## config.mk

```make
export PLATFORM = sky130hd
export DESIGN_NAME = act_pool
export DESIGN_NICKNAME = d
export VERILOG_FILES = /design/src/rtl/act_pool.sv
export SDC_FILE = /design/constraint.sdc
export NUM_CORES = 1
export LEC_CHECK = 0
export ABC_AREA = 1
export CORE_AREA = 2 2 69 71
export CTS_BUF_LIST = sky130_fd_sc_hd__clkbuf_2
export DETAILED_ROUTE_END_ITERATION = 8
export DIE_AREA = 0 0 71 73
export GPL_TIMING_DRIVEN = 1
export PLACE_DENSITY = 0.73
export SLEW_MARGIN = 20
export SYNTH_ARGS = -nofsm -noshare
export SYNTH_HDL_FRONTEND = slang
export SYNTH_SLANG_ARGS = --single-unit
```

## constraint.sdc

```tcl
create_clock -name clk -period 1.9 [get_ports clk]
set_input_delay 0.19 -clock clk [delete_from_list [all_inputs] [get_ports clk]]
set_output_delay 0.19 -clock clk [all_outputs]
set_load 0.05 [all_outputs]
```

## src/rtl/act_pool.sv

```systemverilog
// -----------------------------------------------------------------------------
// act_pool
//
// Activation + requantization + max-pool stage that sits behind the aggregator.
// Each accepted signed sum is optionally ReLU-clamped, arithmetically shifted
// right, saturated to an OUT_W-bit signed activation and folded into a running
// maximum. Every POOL accepted activations produce one pooled output word,
// presented through a single-entry registered valid/ready stage.
//
// Ports:
//   clk          rising-edge clock
//   rst          asynchronous active-high reset
//   in_data      aggregated sum (signed, IN_W bits)
//   in_valid     in_data is valid
//   in_ready     stage accepts in_data this cycle (combinational from out_ready)
//   cfg_relu_en  1 = clamp negative sums to zero before shifting
//   cfg_shift    arithmetic right-shift amount, sampled per element
//   flush        synchronous discard of the partial pooling window
//   out_data     pooled activation (signed, OUT_W bits)
//   out_valid    out_data is valid
//   out_ready    downstream accepts out_data
//   win_cnt      activations accumulated in the current window
// -----------------------------------------------------------------------------
module act_pool #(
   parameter int IN_W  = 12,
   parameter int OUT_W = 8,
   parameter int POOL  = 4,
   parameter int SH_W  = 4,
   localparam int CNT_W = $clog2(POOL) + 1
) (
   input  logic                    clk,
   input  logic                    rst,
   input  logic signed [IN_W-1:0]  in_data,
   input  logic                    in_valid,
   output logic                    in_ready,
   input  logic                    cfg_relu_en,
   input  logic [SH_W-1:0]         cfg_shift,
   input  logic                    flush,
   output logic signed [OUT_W-1:0] out_data,
   output logic                    out_valid,
   input  logic                    out_ready,
   output logic [CNT_W-1:0]        win_cnt
);

   localparam logic [CNT_W-1:0]       LAST_CNT = CNT_W'(POOL - 1);
   localparam logic signed [IN_W-1:0] SAT_HI   = IN_W'((1 << (OUT_W - 1)) - 1);
   localparam logic signed [IN_W-1:0] SAT_LO   = IN_W'(-(1 << (OUT_W - 1)));

   // Clamp a shifted sum into the signed OUT_W range.
   function automatic logic signed [OUT_W-1:0] saturate(input logic signed [IN_W-1:0] v);
      logic signed [OUT_W-1:0] res;
      if (v > SAT_HI) begin
         res = SAT_HI[OUT_W-1:0];
      end else if (v < SAT_LO) begin
         res = SAT_LO[OUT_W-1:0];
      end else begin
         res = v[OUT_W-1:0];
      end
      return res;
   endfunction

   function automatic logic signed [OUT_W-1:0] smax(input logic signed [OUT_W-1:0] a,
                                                   input logic signed [OUT_W-1:0] b);
      return (a > b) ? a : b;
   endfunction

   logic [CNT_W-1:0]        win_cnt_q,   win_cnt_d;
   logic signed [OUT_W-1:0] max_q,       max_d;
   logic signed [OUT_W-1:0] out_data_q,  out_data_d;
   logic                    out_valid_q, out_valid_d;

   logic                    accept;
   logic signed [IN_W-1:0]  relu_val;
   logic signed [IN_W-1:0]  shift_val;
   logic signed [OUT_W-1:0] act_val;
   logic signed [OUT_W-1:0] pooled;

   // Per-element datapath: ReLU, requantizing shift, saturation
   always_comb begin
      relu_val  = (cfg_relu_en && in_data[IN_W-1]) ? '0 : in_data;
      // >>> on a signed operand floors toward minus infinity
      shift_val = relu_val >>> cfg_shift;
      act_val   = saturate(shift_val);
      // The first element of a window seeds the maximum; it never compares
      // against the stale value left from a previous window.
      pooled    = (win_cnt_q == '0) ? act_val : smax(max_q, act_val);
   end

   // Window accumulation and output handshake
   always_comb begin
      in_ready    = !out_valid_q || out_ready;
      accept      = in_valid && in_ready;

      win_cnt_d   = win_cnt_q;
      max_d       = max_q;
      out_data_d  = out_data_q;
      out_valid_d = out_valid_q;

      if (out_ready) begin
         out_valid_d = 1'b0;
      end

      if (flush) begin
         // An element offered alongside flush is accepted and dropped.
         win_cnt_d = '0;
         max_d     = '0;
      end else if (accept) begin
         if (win_cnt_q == LAST_CNT) begin
            // Completing a window overrides a same-cycle drain: no bubble.
            win_cnt_d   = '0;
            max_d       = '0;
            out_data_d  = pooled;
            out_valid_d = 1'b1;
         end else begin
            win_cnt_d = win_cnt_q + CNT_W'(1);
            max_d     = pooled;
         end
      end
   end

   always_ff @(posedge clk or posedge rst) begin
      if (rst) begin
         win_cnt_q   <= '0;
         max_q       <= '0;
         out_data_q  <= '0;
         out_valid_q <= 1'b0;
      end else begin
         win_cnt_q   <= win_cnt_d;
         max_q       <= max_d;
         out_data_q  <= out_data_d;
         out_valid_q <= out_valid_d;
      end
   end

   assign out_data  = out_data_q;
   assign out_valid = out_valid_q;
   assign win_cnt   = win_cnt_q;

endmodule

```

**After elaboration in Yosys (flattened, before gate mapping)**

Index checks and enable logic that the tools add are counted.

- Add/subtract/negate cells: 1
- Order comparisons: 3
- Eq/ne operators: 1
- Shift operators: 1
- Muxes and demuxes: 15
- Bitwise logic cells: 1
- Reductions and logical operators: 7

Operators by type and width:

| operator | number |
|---|---|
| two-way mux 8 bit | 7 |
| greater-than comparator 12 x 8 -> 1 bit (second input constant) | 1 |
| less-than comparator 12 x 8 -> 1 bit (second input constant) | 1 |
| two-way mux 12 bit | 1 |
| >>> shifter 12 x 4 -> 12 bit | 1 |
| two-way mux 3 bit | 3 |
| greater-than comparator 8 bit | 1 |
| two-way mux 1 bit | 4 |
| adder 3 x 1 -> 3 bit (second input constant) | 1 |
| equality test 3 x 2 -> 1 bit (second input constant) | 1 |
| zero test 3 bit | 1 |
| AND reduction 3 bit | 1 |
| logical AND 1 bit | 2 |
| nonzero test 2 bit | 1 |
| zero test 1 bit | 1 |
| logical OR 1 bit | 1 |
| inverter 1 bit | 1 |

- Bits in registers: 20
- Input bits: 22
- Output and inout bits: 13
- Logic and storage cells: 33

**Logic depth before layout (Yosys ltp)**

- Depth in word-level cells: 12
- Gate-level depth with buffers: 25
- Gate-level depth less buffers: 23

**Least setup slack after synthesis**

No wires, ideal clock.

- Kind: input port to flip-flop
- From: in cfg_shift[2]
- To: reg out_data_q[6] (netlist: out_data[6])
- Setup time: 0.118 ns
- Arrival time: 2.516 ns
- Data required time: 1.782 ns
- Slack: -0.734 ns
- Cell stages on the path: 22
- Path buffers: 3
- Cells stage by stage: buf_2 inv_2 buf_2 nand3_1 nand2_1 o21ai_4 nand2_2 nand2_1 inv_1 ha_1 and3_1 nand2_1 nand2_1 nand2_1 nand2_1 nand2_1 nand2_1 nand2_1 buf_4 or2_1 nand3_1 nand2_1

- Longest elaborated chain between the ends: 7
- Elaborated cells between the ends (all ways): 8
- Classes of those cells: order compare (3); shift (1); mux (4)

Ends and longest elaborated chain:

| element | line | RTL |
|---|---|---|
| from (decl) | 37 | `input logic [SH_W-1:0] cfg_shift,` |
| >>> shifter 12 x 4 -> 12 bit (*) | 82 | `shift_val = relu_val >>> cfg_shift;` |
| less-than comparator 12 x 8 -> 1 bit | 54 | `end else if (v < SAT_LO) begin` |
| two-way mux 8 bit | 54 |  |
| two-way mux 8 bit (*) | 52 | `if (v > SAT_HI) begin` |
| greater-than comparator 8 bit | 64 | `return (a > b) ? a : b;` |
| two-way mux 8 bit | 64 |  |
| two-way mux 8 bit (*) | 86 | `pooled = (win_cnt_q == '0) ? act_val : smax(max_q, act_val);` |
| to (signal assigned) | 130 | `out_data_q <= out_data_d;` |
| to (decl) | 69 | `logic signed [OUT_W-1:0] out_data_q, out_data_d;` |

Every way passes the cells marked *; elsewhere a longest branch is shown, timed or not.
A chain may end at the register's enable or synchronous reset.

**Final worst setup path**

- From: in cfg_relu_en
- To: reg max_q[3]

- Longest elaborated chain between the ends: 12
- Elaborated cells between the ends (all ways): 13
- Classes of those cells: order compare (3); shift (1); mux (8); reduce/logical (1)

Ends and longest elaborated chain:

| element | line | RTL |
|---|---|---|
| from (decl) | 36 | `input logic cfg_relu_en,` |
| logical AND 1 bit (*) | 80 | `relu_val = (cfg_relu_en && in_data[IN_W-1]) ? '0 : in_data;` |
| two-way mux 12 bit (*) | 80 |  |
| >>> shifter 12 x 4 -> 12 bit (*) | 82 |  |
| less-than comparator 12 x 8 -> 1 bit | 54 |  |
| two-way mux 8 bit | 54 |  |
| two-way mux 8 bit (*) | 52 |  |
| greater-than comparator 8 bit | 64 |  |
| two-way mux 8 bit | 64 |  |
| two-way mux 8 bit (*) | 86 |  |
| two-way mux 8 bit (*) | 108 | `if (win_cnt_q == LAST_CNT) begin` |
| two-way mux 8 bit (*) | 107 | `end else if (accept) begin` |
| two-way mux 8 bit (*) | 103 | `if (flush) begin` |
| to (signal assigned) | 129 | `max_q <= max_d;` |
| to (decl) | 68 | `logic signed [OUT_W-1:0] max_q, max_d;` |

Every way passes the cells marked *; elsewhere a longest branch is shown, timed or not. The select of a mux whose other input is x is not followed.

==> results.sh <==
export IMPL_outcome="finished, violations left"
export IMPL_violations="negative setup slack"
export IMPL_regArea_um2=500
export IMPL_rows=25
export IMPL_placed_area_mm2=0.00262
export IMPL_synth_warnings=0
export IMPL_final_common_cell="nand2_1"
export IMPL_synth_edff_count=0
export IMPL_syn_inst=285
export IMPL_p_seq_share_pct=27.1
export IMPL_vias=2573
export IMPL_cts_root_buf="clkbuf_2"
export IMPL_pre_cts_ws_ns=-1.41
export IMPL_grt_ovfl_total=0
export IMPL_syn_nets=317
export IMPL_async_flop_share_pct=100
export IMPL_finalSetupViolCount=16
export IMPL_ys_flop_type="dfrtp_1"
export IMPL_rsz0062_at_grt="yes"
export IMPL_syn_area_mm2=0.00190
export IMPL_stdcell_count=451
export IMPL_maxCapViolCount=0
export IMPL_intPower_w=0.00110
export IMPL_tritoncts="done"
export IMPL_drtIter0Drc=230
export IMPL_cp_max_fo=7
export IMPL_grt_max_degree=21
export IMPL_regToRegSetupSlack_ns=-0.12
export IMPL_rr_endpoint="max_q[5]"
export IMPL_htree_levels=1
export IMPL_ys_types=28
export IMPL_grt_pass1_vias=2325
export IMPL_gp_congestion=0.855
export IMPL_ys_seq_area_share_pct=26.3
export IMPL_netSwitchingFraction_pct=45.2
export IMPL_worstMarginPinSlew_ns=0.507
export IMPL_die_area_mm2=0.00518
export IMPL_nets=431
export IMPL_max_stage_delay_ns=0.31
export IMPL_io_buffers=34
export IMPL_final_cell_mix="nand2_1, buf_4, nand2_2"
export IMPL_fp_dieH_um=73
export IMPL_max_freq_ghz=0.372
export IMPL_cellPowerDensity_mw_per_mm2=596
export IMPL_end_kind="flip-flop"
export IMPL_ys_ff_latch=20
export IMPL_grt_use_total_pct=24.2
export IMPL_finalCriticalPeriod_ns=2.69
export IMPL_cts_sinks=20
export IMPL_antenna_found_initial=0
export IMPL_reg2reg_depth=12
export IMPL_fin_worst_skew_ns=0.0132
export IMPL_numCtsBuffers=3
export IMPL_initial_utilization_pct=42.0
export IMPL_crit_arrival_ns=2.94
export IMPL_wl_per_cell_um=17.9
export IMPL_io_pins=35
export IMPL_nFillCells=277
export IMPL_clockPowerShare_pct=8.8
export IMPL_drt_pass1_iter_count=5
export IMPL_r2r_start="max_q[3]"
export IMPL_cts_buffer_depth=2
export IMPL_crit_top_cell="nand2_2"
export IMPL_ant_nets=0
export IMPL_leakagePower_nw=1.77
export IMPL_switching_power_w=0.000912
export IMPL_clkTransAtPathRegs_ns=0.20
export IMPL_drcViolationCount=0
export IMPL_clock_latency_ns=0.33
export IMPL_chipWidth_um=71
export IMPL_slew_viol_final=0
export IMPL_p_comb_share_pct=64.1
export IMPL_cts_hold_buf=0
export IMPL_diodes=0
export IMPL_final_cell_area_mm2=0.00338
export IMPL_worstSetupPathType="in2reg"
export IMPL_slew_headroom_pct=66.1
export IMPL_period_share_pct=142
export IMPL_hold_path_class="in2async"
export IMPL_drive_above_1_share_pct=51.1
export IMPL_multiInputGateArea_mm2=0.00160
export IMPL_viasPerCell=5.71
export IMPL_place_inst=405
export IMPL_dp_hpwl_um=3750
export IMPL_hold_violations=0
export IMPL_vdd_drop_max_mv=0.406
export IMPL_syn2layout_area_growth_pct=77.5
export IMPL_postSynthAreaPerCell_um2=6.68
export IMPL_core_area_mm2=0.00454
export IMPL_hold_slack_ns=0.156
export IMPL_wl_um=8070
export IMPL_crit_path_start_kind="input pin"
export IMPL_grt_pass1_wl_um=10100
export IMPL_cpMaxStageDelayCell="a211o_1"
export IMPL_worstPathRequired_ns=2.15
export IMPL_fin_ws_ns=-0.791
==> cell usage after synthesis (2+ instances only) <==
master	number	area share [%]
o21ai_0	8	2.1
a21oi_1	2	0.53
nand3_1	47	12
a211o_1	2	0.92
dfrtp_1	20	26
nand4_1	6	2.0
nand2_4	2	1.2
nor2_1	12	2.4
nand2_2	14	4.6
nand2_1	90	18
inv_1	30	5.9
inv_2	5	0.99
or2_2	6	2.0
nand3_2	13	6.8
ha_1	10	6.6
buf_6	2	1.2
buf_2	5	1.3
==> state kept, by name, indices dropped and copies added, names as in the netlist <==
| signal | cells |
|---|---|
| max_q | 8 |
| out_data | 8 |
| win_cnt | 3 |
| out_valid | 1 |
==> cell families (layout without fill, tap and decap cells) <==
logic type | count (synthesis) | in the layout | share of synthesized area [%]
fa+ha+maj | 10 | 10 | 6.57
compound gates | 17 | 17 | 5.98
buf+inv | 44 | 155 | 9.99
flops | 20 | 20 | 26.3
simple gates | 194 | 195 | 51.2
==> worst max-delay path by stage <==
stage            startpoint           to  slack [ns]  cells after the start
2_1_floorplan   cfg_relu_en  out_data[6]       -0.58                     23
3_3_place_gp    cfg_relu_en  out_data[2]       -1.28                     23
3_5_place_dp   cfg_shift[0]  out_data[1]       -1.41                     23
4_1_cts        cfg_shift[0]  out_data[6]       -0.51                     24
5_1_grt        cfg_shift[0]     max_q[5]       -0.85                     26
6_report        cfg_relu_en     max_q[3]       -0.79                     25
==> stage by stage <==
stage	util, %	TNS, ns	power, W
finish	74.5	-11.89	0.00202
floorplan	-	-8.14	0.00109
detailed placement	57.8	-21.83	0.00140
global route	74.5	-12.96	0.00212
CTS	68.1	-7.53	0.00178
global placement	57.8	-19.94	0.00138
==> final cells by class <==
cell class | count | share of cell area [%]
clock buffer | 3 | 0.444
inverter | 36 | 4.44
multi-input combinational | 222 | 47.5
sequential | 20 | 14.8
tap | 54 | 2.00
timing repair buffer | 116 | 30.8
==> per-layer routing <==
layer  vias up  share of wire (%)  GRT usage (%)
met5         -                  0              0
li1       1155                  -              -
met1      1198                 38           29.3
met2       161                 50           43.1
met4         0                5.3           9.85
met3        59                7.4           3.45
==> critical path: cells and delay by family <==
family / cells / cell delay (ns)
simple gates: 15 / 1.26
compound gates: 2 / 0.55
fa+ha+maj: 1 / 0.18
buf+inv: 7 / 0.75
==> what timing repair did <==
action / 4_1_cts / 5_1_grt
hold endpoints to repair: 0 / 0
setup buffers: 29 / 13
cloned: 1 / 0
pin swaps: 40 / 49
gates resized for setup: 83 / 57
setup endpoints to repair: 16 / 16
==> power by group through the flow <==
stage / clock network [W] / logic [W] / registers [W]
final: 0.000178 / 0.00129 / 0.000546
after detailed placement: 0 / 0.000861 / 0.000540
after CTS: 0.000178 / 0.00107 / 0.000537
after global routing: 0.000203 / 0.00136 / 0.000553
after floorplan: 0 / 0.000399 / 0.000693
after global placement: 0 / 0.000842 / 0.000540
No activity file was read; power rests on OpenSTA's default activity.
